===== src/rtl/satd_pixel_feeder_pkg.sv =====
// Shared types and constants for the SATD pixel feeder, its block buffer and the
// downstream SATD units that consume the packed rows.
package satd_pixel_feeder_pkg;

    localparam int DEF_PIX_W = 8;
    localparam int DEF_BLK_W = 4;
    localparam int DEF_BLK_H = 4;

    typedef enum logic [0:0] {
        ST_FILL  = 1'b0,
        ST_DRAIN = 1'b1
    } feed_state_e;

    // Counter width that never collapses to zero bits for degenerate block sizes.
    function automatic int cnt_w(input int n);
        return (n > 1) ? $clog2(n) : 1;
    endfunction

    // Row packing: column c of a row occupies bits [c*pix_w +: pix_w], column 0 at the LSBs.
    function automatic int pix_lsb(input int col, input int pix_w);
        return col * pix_w;
    endfunction

endpackage


===== src/rtl/satd_block_buf.sv =====
// One-block register file: single pixel-wide write port in raster order and a
// single row-wide combinational read port.
module satd_block_buf
    import satd_pixel_feeder_pkg::*;
#(
    parameter int PIX_W = DEF_PIX_W,
    parameter int BLK_W = DEF_BLK_W,
    parameter int BLK_H = DEF_BLK_H,
    parameter int IDX_W = cnt_w(BLK_W * BLK_H),
    parameter int ROW_W = cnt_w(BLK_H)
) (
    input  logic                   clk,
    input  logic                   wr_en,
    input  logic [IDX_W-1:0]       wr_idx,
    input  logic [PIX_W-1:0]       wr_org,
    input  logic [PIX_W-1:0]       wr_cur,
    input  logic [ROW_W-1:0]       rd_row,
    output logic [BLK_W*PIX_W-1:0] rd_org,
    output logic [BLK_W*PIX_W-1:0] rd_cur
);

    localparam int NPIX = BLK_W * BLK_H;

    logic [PIX_W-1:0] org_mem_r [NPIX];
    logic [PIX_W-1:0] cur_mem_r [NPIX];
    logic [IDX_W-1:0] rd_idx_s;

    // Pixel write port; stale contents are never observed, so no reset is needed.
    always_ff @(posedge clk) begin
        if (wr_en) begin
            org_mem_r[wr_idx] <= wr_org;
            cur_mem_r[wr_idx] <= wr_cur;
        end
    end

    // Row read port: gather BLK_W consecutive raster entries into one packed row.
    always_comb begin
        rd_org   = '0;
        rd_cur   = '0;
        rd_idx_s = '0;
        for (int c = 0; c < BLK_W; c++) begin
            rd_idx_s = IDX_W'(int'(rd_row) * BLK_W + c);
            rd_org[pix_lsb(c, PIX_W) +: PIX_W] = org_mem_r[rd_idx_s];
            rd_cur[pix_lsb(c, PIX_W) +: PIX_W] = cur_mem_r[rd_idx_s];
        end
    end

endmodule


===== src/rtl/satd_pixel_feeder.sv =====
// SATD producer: collects one block of org/cur pixel pairs from a byte-serial stream,
// then presents it row by row to the SATD engine over a registered valid/ready link.
module satd_pixel_feeder
    import satd_pixel_feeder_pkg::*;
#(
    parameter int PIX_W = DEF_PIX_W,
    parameter int BLK_W = DEF_BLK_W,
    parameter int BLK_H = DEF_BLK_H
) (
    input  logic                       clk,
    input  logic                       reset,
    input  logic                       abort,
    input  logic                       in_valid,
    output logic                       in_ready,
    input  logic [PIX_W-1:0]           in_org,
    input  logic [PIX_W-1:0]           in_cur,
    output logic                       out_valid,
    input  logic                       out_ready,
    output logic [BLK_W*PIX_W-1:0]     out_org,
    output logic [BLK_W*PIX_W-1:0]     out_cur,
    output logic [cnt_w(BLK_H)-1:0]    out_row,
    output logic                       out_last,
    output logic                       blk_done
);

    localparam int NPIX  = BLK_W * BLK_H;
    localparam int IDX_W = cnt_w(NPIX);
    localparam int ROW_W = cnt_w(BLK_H);
    localparam logic [IDX_W-1:0] LAST_PIX = IDX_W'(NPIX - 1);
    localparam logic [ROW_W-1:0] LAST_ROW = ROW_W'(BLK_H - 1);

    feed_state_e              state_r, state_s;
    logic [IDX_W-1:0]         pix_cnt_r, pix_cnt_s;
    logic [ROW_W-1:0]         row_cnt_r, row_cnt_s;
    logic                     in_fire_s, out_fire_s, done_s, load_s;
    logic [BLK_W*PIX_W-1:0]   rd_org_s, rd_cur_s;

    logic                     in_ready_r, out_valid_r, out_last_r, blk_done_r;
    logic [BLK_W*PIX_W-1:0]   out_org_r, out_cur_r;
    logic [ROW_W-1:0]         out_row_r;

    // abort masks both handshakes so a same-cycle pair or row is never consumed.
    assign in_fire_s  = in_valid && (state_r == ST_FILL) && !abort;
    assign out_fire_s = out_valid_r && out_ready && !abort;

    // The read port is addressed with the next row so the output register loads it on the same edge.
    satd_block_buf #(
        .PIX_W (PIX_W),
        .BLK_W (BLK_W),
        .BLK_H (BLK_H),
        .IDX_W (IDX_W),
        .ROW_W (ROW_W)
    ) u_buf (
        .clk    (clk),
        .wr_en  (in_fire_s),
        .wr_idx (pix_cnt_r),
        .wr_org (in_org),
        .wr_cur (in_cur),
        .rd_row (row_cnt_s),
        .rd_org (rd_org_s),
        .rd_cur (rd_cur_s)
    );

    // Next-state, counter and row-load decode.
    always_comb begin
        state_s   = state_r;
        pix_cnt_s = pix_cnt_r;
        row_cnt_s = row_cnt_r;
        done_s    = 1'b0;
        load_s    = 1'b0;
        if (abort) begin
            state_s   = ST_FILL;
            pix_cnt_s = '0;
            row_cnt_s = '0;
        end else begin
            case (state_r)
                ST_FILL: begin
                    if (in_fire_s) begin
                        if (pix_cnt_r == LAST_PIX) begin
                            pix_cnt_s = '0;
                            state_s   = ST_DRAIN;
                            load_s    = 1'b1;
                        end else begin
                            pix_cnt_s = pix_cnt_r + IDX_W'(1);
                        end
                    end else begin
                        pix_cnt_s = pix_cnt_r;
                    end
                end
                ST_DRAIN: begin
                    if (out_fire_s) begin
                        if (row_cnt_r == LAST_ROW) begin
                            row_cnt_s = '0;
                            state_s   = ST_FILL;
                            done_s    = 1'b1;
                        end else begin
                            row_cnt_s = row_cnt_r + ROW_W'(1);
                            load_s    = 1'b1;
                        end
                    end else begin
                        row_cnt_s = row_cnt_r;
                    end
                end
                default: begin
                    state_s   = ST_FILL;
                    pix_cnt_s = '0;
                    row_cnt_s = '0;
                end
            endcase
        end
    end

    // State, counters and every output are registered; handshake outputs follow the next state.
    always_ff @(posedge clk or negedge reset) begin
        if (!reset) begin
            state_r     <= ST_FILL;
            pix_cnt_r   <= '0;
            row_cnt_r   <= '0;
            in_ready_r  <= 1'b1;
            out_valid_r <= 1'b0;
            out_row_r   <= '0;
            out_last_r  <= 1'b0;
            blk_done_r  <= 1'b0;
            out_org_r   <= '0;
            out_cur_r   <= '0;
        end else begin
            state_r     <= state_s;
            pix_cnt_r   <= pix_cnt_s;
            row_cnt_r   <= row_cnt_s;
            in_ready_r  <= (state_s == ST_FILL);
            out_valid_r <= (state_s == ST_DRAIN);
            out_row_r   <= row_cnt_s;
            out_last_r  <= (state_s == ST_DRAIN) && (row_cnt_s == LAST_ROW);
            blk_done_r  <= done_s;
            if (load_s) begin
                out_org_r <= rd_org_s;
                out_cur_r <= rd_cur_s;
            end
        end
    end

    assign in_ready  = in_ready_r;
    assign out_valid = out_valid_r;
    assign out_org   = out_org_r;
    assign out_cur   = out_cur_r;
    assign out_row   = out_row_r;
    assign out_last  = out_last_r;
    assign blk_done  = blk_done_r;

endmodule


===== config.mk =====
export PLATFORM = sky130hd
export DESIGN_NAME = satd_pixel_feeder
export DESIGN_NICKNAME = d
export VERILOG_FILES = /design/src/rtl/satd_pixel_feeder_pkg.sv /design/src/rtl/satd_block_buf.sv /design/src/rtl/satd_pixel_feeder.sv
export SDC_FILE = /design/constraint.sdc
export NUM_CORES = 1
export LEC_CHECK = 0
export ABC_AREA = 1
export BUFFER_PORTS_ARGS = -buffer_cell sky130_fd_sc_hd__buf_4
export CAP_MARGIN = 10
export CORE_ASPECT_RATIO = 1.25
export CORE_MARGIN = 1
export CORE_UTILIZATION = 40
export CTS_BUF_LIST = sky130_fd_sc_hd__clkbuf_16
export DETAILED_ROUTE_END_ITERATION = 6
export GPL_ROUTABILITY_DRIVEN = 0
export GPL_TIMING_DRIVEN = 0
export HOLD_SLACK_MARGIN = 0.08
export PLACE_DENSITY_LB_ADDON = 0.3
export SLEW_MARGIN = 20
export SYNTH_ARGS = -nofsm -noshare
export SYNTH_HDL_FRONTEND = slang
export SYNTH_SLANG_ARGS = --single-unit

===== constraint.sdc =====
create_clock -name clk -period 2.35 [get_ports clk]
set_input_delay 0.235 -clock clk [delete_from_list [all_inputs] [get_ports clk]]
set_output_delay 0.235 -clock clk [all_outputs]
set_load 0.05 [all_outputs]

==> impl_metrics.toml, run 1 <==
[synthesis]
ys_types = 21
synth_top_cell_by_area = "edfxtp_1"
synth_mux_area_share_pct = 0
synth_compound_area_share_pct = 0.363
netlist_area_sq_um = 14100
ys_warn_count = 0
synthAdderAreaFrac_pct = 0.443
syn_nets = 1402
yosysSeqAreaShare_pct = 67.6
yosys_register_bits = 330
synth_top_family_by_area = "simple AND/OR/NAND/NOR gates"
synthCells = 1376
syn_area_per_cell_sq_um = 10.3
synth_xor_area_share_pct = 0
yosys.area_share.simple_pct = 20.9
synthTopCellsByArea = "edfxtp_1, dfrtp_1, nand2_1"
netlist.area_leader.share_pct = 54.4

[route]
drc = 0
via_per_inst = 4.77
drt_iter0_markers = 619
wire_per_inst_um = 16.8
wirelength_mm = 33.9
final_antenna_net_count = 0
vias = 9655
dr.pass1.iters = 5

[hold_path]
min_from = "in_cur[0]"
min_path_type = "input port to register"
hold_depth = 1
hold_path_end = "u_buf.cur_mem_r[13][0]"

[placement]
dpl_cell_area_sq_um = 15600
io_buffer_count = 89
hpwl_mm = 22.3

[cts]
cts_resized = 0
numCtsBuffers = 34
root_buffer = "clkbuf_16"
insertion_delay_ps = 520
post-cts-setup-buffers = 0
cts_tree = "yes"
cts.sinks = 330
path_clk_slew_ps = 60
clk_path_buf_depth = 3
cts_hold_buffers = 11
cts_max_level = 2

[worst_setup_path]
r2r_start = "out_valid"
crit_path_start_kind = "register"
r2r_cells = 6
path_cells = "inv_2, nand2_1, nor2_2, nand2_1, nor2_2, buf_6"
crit_required_ps = 2580
endpoint_kind = "register"
worstSetupPathType = "register to register"
critPathSlowestCell = "nor2_2"
slowest_delay_ps = 550
crit_fanout = 9
r2r_setup_slack_ps = 190
crit_arrival_ps = 2390
timing.rr.end = "u_buf.org_mem_r[5][7]"

[global_routing]
antenna_found_initial = 0
grt_usage_pct = 19.4
grt-ovfl-total = 0
grt_pass1_wl_mm = 52.3
grt_max_degree = 75
grt_pass1_vias = 9387

[power]
intPower_mw = 10.1
leakagePower_nw = 7.81
vdd_drop_max_v = 0.000379
switching_share_pct = 24.5
finalPower_mw = 13.4
comb_power_share_pct = 10.1
powerDensity_nw_per_um2 = 796
p_sw_mw = 3.29
power_frac_clock_pct = 40.7
p_seq_share_pct = 49.2

[sta]
period_minus_slack_ps = 2160
setup_viol = 0
final.period_utilization_pct = 91.7
clock.fmax_mhz = 464
clock-skew-final_ps = 18.6
tightest_slew_ps = 829
finalSetupTns_ps = 0
hold_viol_final = 0
slew_headroom_pct = 44.7
drv_slew = 0
rsz0062_at_grt = "false"

[floorplan]
core_area_sq_um = 34600
start_util_pct = 40.8
ioPinCount = 91
rows = 76
die_width_um = 170
fp.dieH_um = 212
dieArea_sq_um = 36100

[final_layout]
nets = 1555
final_area_sq_um = 16900
post-route-util_pct = 48.7
final_cell_mix = "nand2_1, inv_1, nand3_1"
antenna_cells = 0
syn_to_final_growth_pct = 19.4
fillers = 3167
layout_commonest_cell = "nand2_1"
drive_gt1_share_pct = 15.7

[job]
cap_violations = 0

[outcome]
outcome = "completed"
## cells by family after synthesis
kind of cell / count (synthesis)
buf+inv: 341
flops: 330
fa+ha+maj: 5
simple gates: 691
compound gates: 9
## critical path: cells and delay by family, from the launching register on
kind	cells	cell delay, ps
flops	1	470
simple gates	4	1020
buf+inv	2	360
## layer usage
layer / part of all wire, % / track usage [%] / up-vias
met5: 0 / 0 / -
met4: 3.0 / 7.08 / 0
met3: 4.8 / 2.85 / 60
met2: 50 / 33.5 / 246
met1: 42 / 24.7 / 4651
li1: - / - / 4698
## area by class of cell
| cell class | count | area (sq um) | area share, % |
|---|---|---|---|
| flip-flops and latches | 330 | 9540 | 56.6 |
| multi-input cells | 705 | 3100 | 18.4 |
| inverters | 271 | 1020 | 6.04 |
| repair buffers | 117 | 981 | 5.82 |
| clock buffers | 35 | 876 | 5.20 |
| well taps | 468 | 586 | 3.47 |
| plain buffers | 70 | 503 | 2.98 |
| clock inverters | 26 | 245 | 1.46 |
## cell usage after synthesis
cell      instances
nor3_1            5
o21ai_0           6
dfrtp_1          73
buf_4             5
nand3_1         259
ha_1              5
inv_2             3
nor2_1           14
buf_2            39
a21oi_1           1
inv_1           268
o31ai_1           1
nand2_2           1
o311ai_0          1
edfxtp_1        256
nor2_2            2
nand2_1         408
nand3_2           2
buf_6            23
dfstp_2           1
clkbuf_1          3
## flip-flops by register name, indices dropped and copies added (netlist names)
name             count
out_last             1
u_buf.org_mem_r    128
in_ready             1
u_buf.cur_mem_r    128
out_cur             32
out_valid            1
blk_done             1
out_org             32
out_row              2
pix_cnt_r            4
## worst max-delay path by stage
| stage | startpoint | end | slack [ps] | cells after the start |
|---|---|---|---|---|
| final | out_valid | u_buf.org_mem_r[5][7] | 190 | 6 |
| after CTS | out_valid | u_buf.cur_mem_r[10][3] | 200 | 6 |
| after detailed placement | out_valid | u_buf.cur_mem_r[1][2] | 200 | 6 |
| after global placement | out_valid | u_buf.cur_mem_r[3][3] | -1090 | 3 |
| after floorplan | out_valid | u_buf.cur_mem_r[7][0] | -110 | 3 |
| after global routing | out_valid | u_buf.cur_mem_r[10][7] | 40 | 6 |
## power groups by stage
stage                     Combinational, mW  Sequential (mW)  Clock [mW]
after floorplan                       0.229             7.32           0
after global placement                 1.32             6.72           0
after detailed placement               1.34             6.72           0
after CTS                              1.36             6.60        5.55
after global routing                   1.44             6.62        5.78
final                                  1.35             6.60        5.45
## metrics by stage
stage | worst slack (ps) | hold WS (ps) | cells
4_1_cts | 201 | 80.7 | 2022
6_report | 194 | 91.1 | 2022
3_5_place_dp | 203 | 466 | 1950
2_1_floorplan | -108 | -60.6 | 1376
3_3_place_gp | -1090 | 450 | 1933
5_1_grt | 39.4 | 84.1 | 2022
No activity file was read; power rests on OpenSTA's default activity.
==> run 2: changes to the inputs <==
SYNTH_HIERARCHICAL = 1   (was unset)
==> impl_metrics.toml, run 2 <==
[outcome]
outcome = "completed"

[worst_setup_path]
crit_path_start_kind = "register"
crit_required_ps = 2750
critPathSlowestCell = "dfrtp_1"
crit_arrival_ps = 2590
endpoint_kind = "register"
timing.rr.end = "out_cur[10]"
path_cells = "ha_1, inv_1, o21ai_0, inv_1, nor2_2, inv_2, clkbuf_2, nand3_1, nand2_1, nand3_1, nand2_1"
r2r_cells = 11
worstSetupPathType = "register to register"
r2r_start = "out_row[0]"
r2r_setup_slack_ps = 160
crit_fanout = 10
slowest_delay_ps = 410

[route]
wire_per_inst_um = 16.5
final_antenna_net_count = 0
drc = 0
wirelength_mm = 33.3
via_per_inst = 4.69
drt_iter0_markers = 693
vias = 9481
dr.pass1.iters = 5

[power]
p_sw_mw = 2.36
intPower_mw = 9.21
leakagePower_nw = 7.57
p_seq_share_pct = 54.8
switching_share_pct = 20.4
comb_power_share_pct = 2.2
power_frac_clock_pct = 43.0
vdd_drop_max_v = 0.000551
powerDensity_nw_per_um2 = 687

[hold_path]
min_from = "in_cur[4]"
min_path_type = "input port to register"
hold_depth = 1
hold_path_end = "u_buf/cur_mem_r[5][4]"

[sta]
period_minus_slack_ps = 2190
clock.fmax_mhz = 456
clock-skew-final_ps = 9.85
setup_viol = 0
tightest_slew_ps = 739
slew_headroom_pct = 50.7
final.period_utilization_pct = 93.2
hold_viol_final = 0
holdWs_ps = 88.7
drv_slew = 0

[final_layout]
fillers = 3094
antenna_cells = 0
syn_to_final_growth_pct = 19.6
final_cell_mix = "nand2_1, inv_1, edfxtp_1"
nets = 1552
stdcell_count = 2022
seqCellArea_sq_um = 9540
post-route-util_pct = 48.8
largestRegisters = "u_buf/cur_mem_r (128), u_buf/org_mem_r (128)"
drive_gt1_share_pct = 16.2
layout_commonest_cell = "nand2_1"
multiInputGateArea_sq_um = 3070

[cts]
cts.sinks = 330
insertion_delay_ps = 510
cts_max_level = 2
numCtsBuffers = 34
path_clk_slew_ps = 60
cts_tree = "yes"
root_buffer = "clkbuf_16"
clk_path_buf_depth = 3

[synthesis]
synth_edf_count = 256
ys_types = 28
syn_nets = 1389
synth_ff_type = "edfxtp_1"
synthTopCellsByArea = "edfxtp_1, dfrtp_1, nand2_1"
ys_top_cells_by_count = "nand2_1, inv_1, edfxtp_1, nand3_1, dfrtp_1"
synth.most_common_cell = "nand2_1"
netlist_area_sq_um = 14100
netlist.area_leader.share_pct = 54.6
ys_warn_count = 6
yosysSeqAreaShare_pct = 67.8
async_reset_ff_share_pct = 22.4
syn_area_per_cell_sq_um = 10.3
synth_top_cell_by_area = "edfxtp_1"
yosys_register_bits = 330
synthCells = 1366

[floorplan]
fp.dieH_um = 212
rows = 76
die_width_um = 170
dieArea_sq_um = 36000
ioPinCount = 91
start_util_pct = 40.8
core_area_sq_um = 34500

[global_routing]
grt_usage_pct = 19.1
grt_pass1_vias = 9210
grt-ovfl-total = 0
grt_max_degree = 75
antenna_found_initial = 0
grt_pass1_wl_mm = 51.4

[placement]
io_buffer_count = 90
hpwl_mm = 22.4
dpl.cell_count = 1946

[job]
cap_violations = 0
## run 2: per-stage QoR
stage	setup slack (ps)	instance area, sq um	setup TNS, ps	total power [mW]
5_1_grt	-12.7	16800	-21.7	11.9
3_5_place_dp	-39.4	15600	-110	6.69
3_3_place_gp	-1360	15300	-163280	6.68
6_report	159	16800	0	11.6
4_1_cts	9.04	16800	0	11.7
2_1_floorplan	-328	14100	-31520	6.53
## run 2: routing by layer
metal	vias up	track usage, %	share of wire (%)
li1	4624	-	-
met1	4583	22.7	41
met2	212	34.6	52
met3	62	2.77	4.0
met4	0	6.90	3.0
met5	-	0	0
## run 2: cell type report
cell class	count	area share, %
timing repair buffer	127	6.24
clock inverter	26	0.855
clock buffer	35	5.20
sequential	330	56.7
tap	468	3.48
multi-input combinational	703	18.2
buffer	61	3.26
inverter	272	6.07
## run 2: timing repair
action,in CTS,in global routing
endpoints found under the setup margin,19,64
hold endpoints to repair,230,0
cloned,0,0
gates resized for setup,3,18
hold buffers,15,0
setup buffers,0,0
## run 2: worst max-delay path, delay by kind of cell, from the launching register on
kind | cells | cell delay [ps]
AO/OA/AOI/OAI | 1 | 210
adder cells (fa/ha/maj) | 1 | 300
buffers and inverters | 4 | 540
flip-flops | 1 | 410
AND/OR/NAND/NOR | 5 | 600
## run 2: cell families (layout without fill, tap and decap cells)
logic type | Yosys count | count (layout) | share of synthesized area [%]
xor gates and xnor gates | 2 | 2 | 0.124
buffers and inverters | 333 | 521 | 11.0
and+or+nand+nor | 693 | 693 | 20.7
DFF | 330 | 330 | 67.8
AOI/OAI and AO/OA | 6 | 6 | 0.231
adders and majority gates | 2 | 2 | 0.178
## run 2: how the worst max path moves through the flow
stage | start | end | slack, ps | depth (start not counted)
2_1_floorplan | out_valid | u_buf/cur_mem_r[5][0] | -330 | 5
3_3_place_gp | out_valid | u_buf/org_mem_r[5][2] | -1360 | 5
3_5_place_dp | out_row[0] | out_cur[0] | -40 | 11
4_1_cts | out_valid | out_org[22] | 9 | 11
5_1_grt | out_row[0] | out_cur[10] | -10 | 11
6_report | out_row[0] | out_cur[10] | 160 | 11
## run 2: power by group through the flow
| stage | clock network [mW] | registers, mW | logic, mW |
|---|---|---|---|
| final | 4.98 | 6.34 | 0.251 |
| after global routing | 5.31 | 6.34 | 0.280 |
| after CTS | 5.07 | 6.34 | 0.256 |
| after detailed placement | 0 | 6.46 | 0.234 |
| after global placement | 0 | 6.46 | 0.216 |
| after floorplan | 0 | 6.46 | 0.0636 |
==> run 3: changes to the inputs <==
ABC_AREA = unset   (was 1)
==> impl_metrics.toml, run 3 <==
[route]
final_antenna_net_count = 0
via_per_inst = 5.06
wire_per_inst_um = 22.3
dr.pass1.iters = 4
drc = 0
wirelength_mm = 25.6
drt_iter0_markers = 284
vias = 5819

[power]
switching_share_pct = 20.7
leakagePower_nw = 5.82
p_sw_mw = 2.39
p_seq_share_pct = 55.6
intPower_mw = 9.14
power_frac_clock_pct = 39.9
finalPower_mw = 11.5
vdd_drop_max_v = 0.000599
comb_power_share_pct = 4.5
powerDensity_nw_per_um2 = 739

[synthesis]
synth_edf_count = 256
async_reset_ff_share_pct = 22.4
syn_area_per_cell_sq_um = 23.2
netlist.area_leader.share_pct = 61.2
ys_types = 34
synth_ff_type = "edfxtp_1"
yosys_register_bits = 330
netlist_area_sq_um = 12600
yosysSeqAreaShare_pct = 75.9
synth.most_common_cell = "edfxtp_1"
synthTopCellsByArea = "edfxtp_1, dfrtp_1, mux4_2"
synthCells = 541
syn_nets = 564
ys_warn_count = 6
ys_top_cells_by_count = "edfxtp_1, dfrtp_1, mux2_4, mux4_2, nor2_1"
synth_top_cell_by_area = "edfxtp_1"

[worst_setup_path]
path_delay_family = "simple AND/OR/NAND/NOR gates"
r2r_cells = 4
worstSetupPathType = "register to register"
slowest_delay_ps = 590
crit_path_start_kind = "register"
endpoint_kind = "register"
critPathSlowestCell = "nor2_2"
path_cells = "nor3b_4, nand3_1, nor2_2, buf_8"
r2r_setup_slack_ps = 60
crit_required_ps = 2610
crit_fanout = 10
crit_arrival_ps = 2550
cp.depth = 4
path_buf_inv = 1

[cts]
insertion_delay_ps = 550
numCtsBuffers = 30
cts_tree = "yes"
cts_max_level = 1
cts.sinks = 330
root_buffer = "clkbuf_16"
path_clk_slew_ps = 60
clk_path_buf_depth = 3

[final_layout]
final_cell_mix = "edfxtp_1, buf_4, dfrtp_1"
nets = 742
post-route-util_pct = 50.5
layout_commonest_cell = "edfxtp_1"
largestRegisters = "u_buf/cur_mem_r (128), u_buf/org_mem_r (128)"
drive_gt1_share_pct = 45.8
syn_to_final_growth_pct = 24.2
antenna_cells = 0

[sta]
rsz0062_at_grt = "true"
final.period_utilization_pct = 97.5
slew_headroom_pct = 48.4
tightest_slew_ps = 773
drv_slew = 0
clock.fmax_mhz = 437
period_minus_slack_ps = 2290
hold_viol_final = 0
clock-skew-final_ps = 12.2
setup_viol = 0
holdWs_ps = 300

[global_routing]
grt_pass1_vias = 6361
antenna_found_initial = 0
grt_usage_pct = 16.1
grt-ovfl-total = 0
grt_pass1_wl_mm = 38.8
grt_max_degree = 75

[floorplan]
die_width_um = 161
rows = 72
start_util_pct = 40.7
dieArea_sq_um = 32100
core_area_sq_um = 30900
fp.dieH_um = 200
ioPinCount = 91

[placement]
hpwl_mm = 16.4
io_buffer_count = 90

[job]
cap_violations = 0

[hold_path]
min_path_type = "input port to async pin"

[outcome]
outcome = "completed"
run 3: changes by cell type after synthesis, sizes merged, moves of 10 or more:
| cell | before | now |
|---|---|---|
| inv | 272 | 0 |
| nand3 | 201 | 3 |
| buf | 50 | 20 |
| clkbuf | 11 | 1 |
| mux4 | 0 | 64 |
| mux2 | 0 | 64 |
| nand2 | 471 | 6 |
run 3: area by class of cell:
class | count | area [sq um]
Multi-Input combinational cell | 190 | 2920
Timing Repair Buffer | 146 | 1440
Buffer | 21 | 259
Fill cell | 2482 | 15300
Sequential cell | 330 | 9540
Tap cell | 407 | 509
Clock buffer | 31 | 776
Clock inverter | 25 | 155
run 3: metal layers:
layer	vias up	routed length (um)	GRT usage (%)
li1	2557	-	-
met1	3088	10500	20.5
met2	141	13700	28.7
met3	33	1030	2.28
met4	0	470	4.39
met5	-	0	0
run 3: kinds of logic (layout without fill, tap and decap cells):
kind of cell               after synthesis  in the layout  synth area share (%)
AOI/OAI and AO/OA                        9              9                 0.488
DFF                                    330            330                  75.9
xor gates and xnor gates                 1              1                0.0697
and+or+nand+nor                         48             48                  2.12
adders and majority gates                2              2                 0.199
muxes                                  130            130                  19.3
buffers and inverters                   21            223                  1.92
run 3: stage by stage:
stage | instances | instance area, sq um | setup slack, ps | setup TNS (ps)
after CTS | 1143 | 15400 | 0.339 | 0
after floorplan | 541 | 12600 | -189 | -8840
after global placement | 1038 | 13800 | -883 | -120930
final | 1150 | 15600 | 59.7 | 0
after detailed placement | 1050 | 14000 | -264 | -15780
after global routing | 1150 | 15600 | -43.6 | -888
run 3: final timing paths:
check,endpoint,startpoint
min in group clk,out_org[24],out_org[24]
worst max register to register,u_buf/org_mem_r[13][5],out_valid
max in group asynchronous,out_row[1],reset
worst max-delay path,u_buf/org_mem_r[13][5],out_valid
worst min register to register,out_org[24],out_org[24]
worst min-delay path,out_cur[11],reset
run 3: timing repair:
action,in CTS,in global routing
gates cloned,3,2
hold endpoints to repair,337,0
gates resized for setup,15,8
pin swaps,6,4
hold buffers,20,0
buffers inserted,15,6
setup endpoints to repair,121,120
run 3: power groups by stage:
stage	clock network [mW]	logic (mW)	registers, mW
after CTS	4.72	0.518	6.41
after global placement	0	0.459	6.53
after detailed placement	0	0.481	6.53
final	4.60	0.514	6.41
after global routing	4.94	0.546	6.42
after floorplan	0	0.109	6.66
